## config.mk

```make
export PLATFORM = sky130hd
export DESIGN_NAME = flag_unit
export DESIGN_NICKNAME = d
export VERILOG_FILES = /design/src/rtl/flag_unit.sv
export SDC_FILE = /design/constraint.sdc
export NUM_CORES = 1
export LEC_CHECK = 0
export CAP_MARGIN = 0
export CORE_MARGIN = 1.5
export CORE_UTILIZATION = 40
export CTS_CLUSTER_DIAMETER = 40
export DETAILED_ROUTE_END_ITERATION = 6
export PLACE_DENSITY = 0.83
export SKIP_LAST_GASP = 1
export SYNTH_ARGS = -nofsm -noshare
export SYNTH_HDL_FRONTEND = slang
export SYNTH_SLANG_ARGS = --single-unit
```

## constraint.sdc

```tcl
create_clock -name clk -period 2.2 [get_ports clk]
set_clock_uncertainty 0.15 [all_clocks]
set_input_delay 0.44 -clock clk [delete_from_list [all_inputs] [get_ports clk]]
set_output_delay 0.44 -clock clk [all_outputs]
set_load 0.05 [all_outputs]
```

## src/rtl/flag_unit.sv

```systemverilog
// Condition-flag register with masked writes, same-cycle bypass, a single
// checkpoint for flush recovery, and an outstanding flag-setter tracker.
module flag_unit #(
   parameter int unsigned NUM_FLAGS    = 4,
   parameter int unsigned MAX_INFLIGHT = 3
) (
   input  logic                                  clk,
   input  logic                                  reset,
   input  logic [NUM_FLAGS-1:0]                  flags_in,
   input  logic                                  set_en,
   input  logic [NUM_FLAGS-1:0]                  set_mask,
   input  logic                                  stall,
   input  logic                                  issue_set,
   input  logic                                  ckpt_save,
   input  logic                                  ckpt_restore,
   output logic [NUM_FLAGS-1:0]                  flags_q,
   output logic [NUM_FLAGS-1:0]                  flags_fwd,
   output logic [$clog2(MAX_INFLIGHT+1)-1:0]     inflight,
   output logic                                  flags_busy,
   output logic                                  track_err
);

   localparam int unsigned CW = $clog2(MAX_INFLIGHT + 1);
   localparam logic [CW-1:0] CNT_MAX = CW'(MAX_INFLIGHT);

   logic [NUM_FLAGS-1:0] ckpt_q;
   logic [NUM_FLAGS-1:0] flags_nxt;
   logic [CW-1:0]        inflight_nxt;
   logic                 err_nxt;
   logic                 upd;
   logic                 inc;
   logic                 dec;

   assign upd = set_en & ~stall & ~ckpt_restore;
   assign inc = issue_set & ~stall & ~ckpt_restore;
   assign dec = upd;

   // Masked merge of ALU flags into the architectural value.
   always_comb begin
      flags_nxt = flags_q;
      if (upd) begin
         flags_nxt = (flags_in & set_mask) | (flags_q & ~set_mask);
      end
   end

   // Bypass is suppressed under reset so consumers never see flags_in early.
   always_comb begin
      flags_fwd = flags_q;
      if (!reset) begin
         flags_fwd = flags_nxt;
      end
   end

   // Saturating counter; over/underflow attempts hold the count and flag an error.
   always_comb begin
      inflight_nxt = inflight;
      err_nxt      = track_err;
      if (inc && !dec) begin
         if (inflight == CNT_MAX) begin
            err_nxt = 1'b1;
         end else begin
            inflight_nxt = inflight + CW'(1);
         end
      end else if (dec && !inc) begin
         if (inflight == CW'(0)) begin
            err_nxt = 1'b1;
         end else begin
            inflight_nxt = inflight - CW'(1);
         end
      end
   end

   assign flags_busy = (inflight != CW'(0));

   always_ff @(posedge clk) begin
      if (reset) begin
         flags_q   <= '0;
         ckpt_q    <= '0;
         inflight  <= '0;
         track_err <= 1'b0;
      end else if (ckpt_restore) begin
         flags_q  <= ckpt_q;
         inflight <= '0;
      end else begin
         flags_q   <= flags_nxt;
         inflight  <= inflight_nxt;
         track_err <= err_nxt;
         // Checkpoint takes the pre-edge flags, never the value written this cycle.
         if (ckpt_save && !stall) begin
            ckpt_q <= flags_q;
         end
      end
   end

endmodule
```

==> impl_metrics.tcl, run 1 <==
set metrics [dict create \
    timing.rr.end "inflight[0]" \
    grt_pass1_wl_mm 2.42 \
    row_count 14 \
    power_uw 498 \
    grt_overflow 0 \
    worst-path-max-fanout 7 \
    min_period_ns 2.15 \
    worst-r2r-setup-slack_ns 1.06 \
    synth_area_per_cell_um2 9.54 \
    timing.final.crit_share_pct 97.8 \
    tightest_slew_ns 0.489 \
    n_antenna_cell 0 \
    arrival_ns 1.56 \
    drt-pass1-iter-count 4 \
    rr_startpoint "inflight[0]" \
    critPathTopFamily "buffers and inverters" \
    drc 0 \
    wl_met3_um 77 \
    yosysWarnings 0 \
    slowest_stage "clkdlybuf4s50_1" \
    drv_cap 0 \
    place_inst 114 \
    gp_congestion 0.701 \
    pin_count 27 \
    portBuffers 26 \
    num_vias 633 \
    insertion_delay_ns 0.27 \
    hold_path_end "track_err" \
    cts_setup_buffers 0 \
    fin_cells 118 \
    syn_area_um2 639 \
    final_common_cell "clkdlybuf4s50_1" \
    ys_async_sr_fraction_pct 0 \
    grt_max_degree 12 \
    synth_edf_count 0 \
    dieArea_mm2 0.00185 \
    synth_fp_nets 83 \
    ys_seq_elements 11 \
    final_antenna_net_count 0 \
    crit_buf_inv 1 \
    crit_path_max_incr_delay_ns 0.84 \
    vias_per_cell 5.36 \
    final_layout_size_suffix_gt1_share_pct 25.5 \
    synthCells 67 \
    start_util_pct 42.4 \
    hpwl_mm 1.14 \
    ctsHoldBuffers 0 \
    top_layer_used "met4" \
    track_usage_pct 17.8 \
    fin_nets 119 \
    clockRootBuffer "clkbuf_4" \
    cts_made_buffers 3 \
    holdPathStages 2 \
    drtIter0Drc 5 \
    slew_headroom_pct 67.3 \
    dr_wl_met2_um 746 \
    p_leak_uw 0.000413 \
    cts_max_level 1 \
    clock_sinks 11 \
    crit_chain "clkdlybuf4s50_1" \
    path_clk_slew_ns 0.08 \
    hp-start "track_err" \
    seq_area_frac_synth_pct 34.4 \
    crit_path_end_kind "primary output" \
    die_w_um 43.0 \
    wire_per_inst_um 13.2 \
    startpoint_type "flop" \
    hp-class "flop to flop" \
    grt_pass1_vias 576 \
    synth_ff_type "dfxtp_1" \
    grt_setup_unrepaired "no" \
    core_area_mm2 0.00151 \
    cts_max_path_buffers 2 \
    max_freq_ghz 0.465 \
    die_h_um 43.0 \
    syn2layout_area_growth_pct 51.9 \
    reg2regPathDepth 3 \
    report.final.hold_viol_count 0 \
    wirelength_met1_um 707 \
    setup_viol 0 \
    routed_wl_mm 1.56 \
    vdd_ir_drop_max_v 0.000263 \
    p_per_area_mw_per_mm2 512 \
    crit_required_ns 1.61 \
    status "complete, no violations" \
    synthDistinctLibCells 22 \
    antenna_found_initial 0 \
    drv_slew 0 \
    tritoncts "done" \
    mostFrequentLayoutCells "16 x clkdlybuf4s50_1, 11 x dfxtp_1, 10 x nor2_1, 9 x mux2i_1, 9 x buf_4" \
    path_class "flop to primary output" \
]
where the power goes:
group          total [µW]  internal [µW]  switching [µW]
sequential            211            205            5.33
clock                 149           70.3            78.9
combinational         138           65.9            71.9
kinds of logic (layout without fill, tap and decap cells):
family                     Yosys count  in the layout  synth area share [%]
and+or+nand+nor                     27             27                  25.6
muxes                               13             13                  23.5
AOI/OAI and AO/OA                   11             11                  11.0
DFF                                 11             11                  34.4
buffers and inverters                4             39                  3.52
adders and majority gates            1              1                  1.96
stage by stage:
stage          util, %  instance area (µm²)  TNS (ns)  hold slack (ns)  setup slack, ns
2_1_floorplan        -                  639         0            0.311            0.272
3_3_place_gp      62.5                  942     -1.27            0.286           -0.306
3_5_place_dp      62.5                  942     -1.48            0.290           -0.335
4_1_cts           64.8                  976         0            0.301           0.0180
5_1_grt           64.5                  971         0            0.342         0.000928
6_report          64.5                  971         0            0.300           0.0490
final cells by class:
type | instances | area [µm²]
fill | 127 | 536
multi-input combinational | 52 | 397
timing repair buffer | 33 | 300
sequential | 11 | 220
clock buffer | 4 | 26.3
tap | 16 | 20.0
inverter | 2 | 7.51
worst max path at each step:
stage                       startpoint            to  slack (ns)  cells after the start
final                      inflight[1]   inflight[1]        0.05                      1
after floorplan           ckpt_restore  flags_fwd[0]        0.27                      4
after global routing            set_en  flags_fwd[0]      0.0009                      5
after CTS                        stall  flags_fwd[0]        0.02                      5
after global placement           stall  flags_fwd[3]       -0.31                      5
after detailed placement         stall  flags_fwd[0]       -0.33                      5
registers in the layout (all words and copies together), names as in the netlist:
register / flops
ckpt_q: 4
track_err: 1
flags_q: 4
inflight: 2
Yosys cell counts, types with 4 or more instances:
library cell,instances,share of area [%]
mux2i_1,9,14
o21ai_0,4,3.1
dfxtp_1,11,34
nand2_1,4,2.3
a211oi_1,6,7.0
nor2_1,10,5.9
nand3b_1,5,5.9
mux2_4,4,9.4
timing repair:
action,4_1_cts,5_1_grt
resized for setup,16,1
pin swaps,5,3
setup endpoints to repair,4,4
metal layers:
layer	GRT usage [%]	vias to the layer above
met3	3.40	4
met1	21.5	304
li1	-	312
met4	9.09	0
met5	0	-
met2	29.7	13
No activity file was read; power rests on OpenSTA's default activity.
==> inputs of run 2 (changes only) <==
CAP_MARGIN = 10   (was 0)
==> results of run 2 <==
Same layout as run 1: the final DEF is identical, and so are final timing and power.
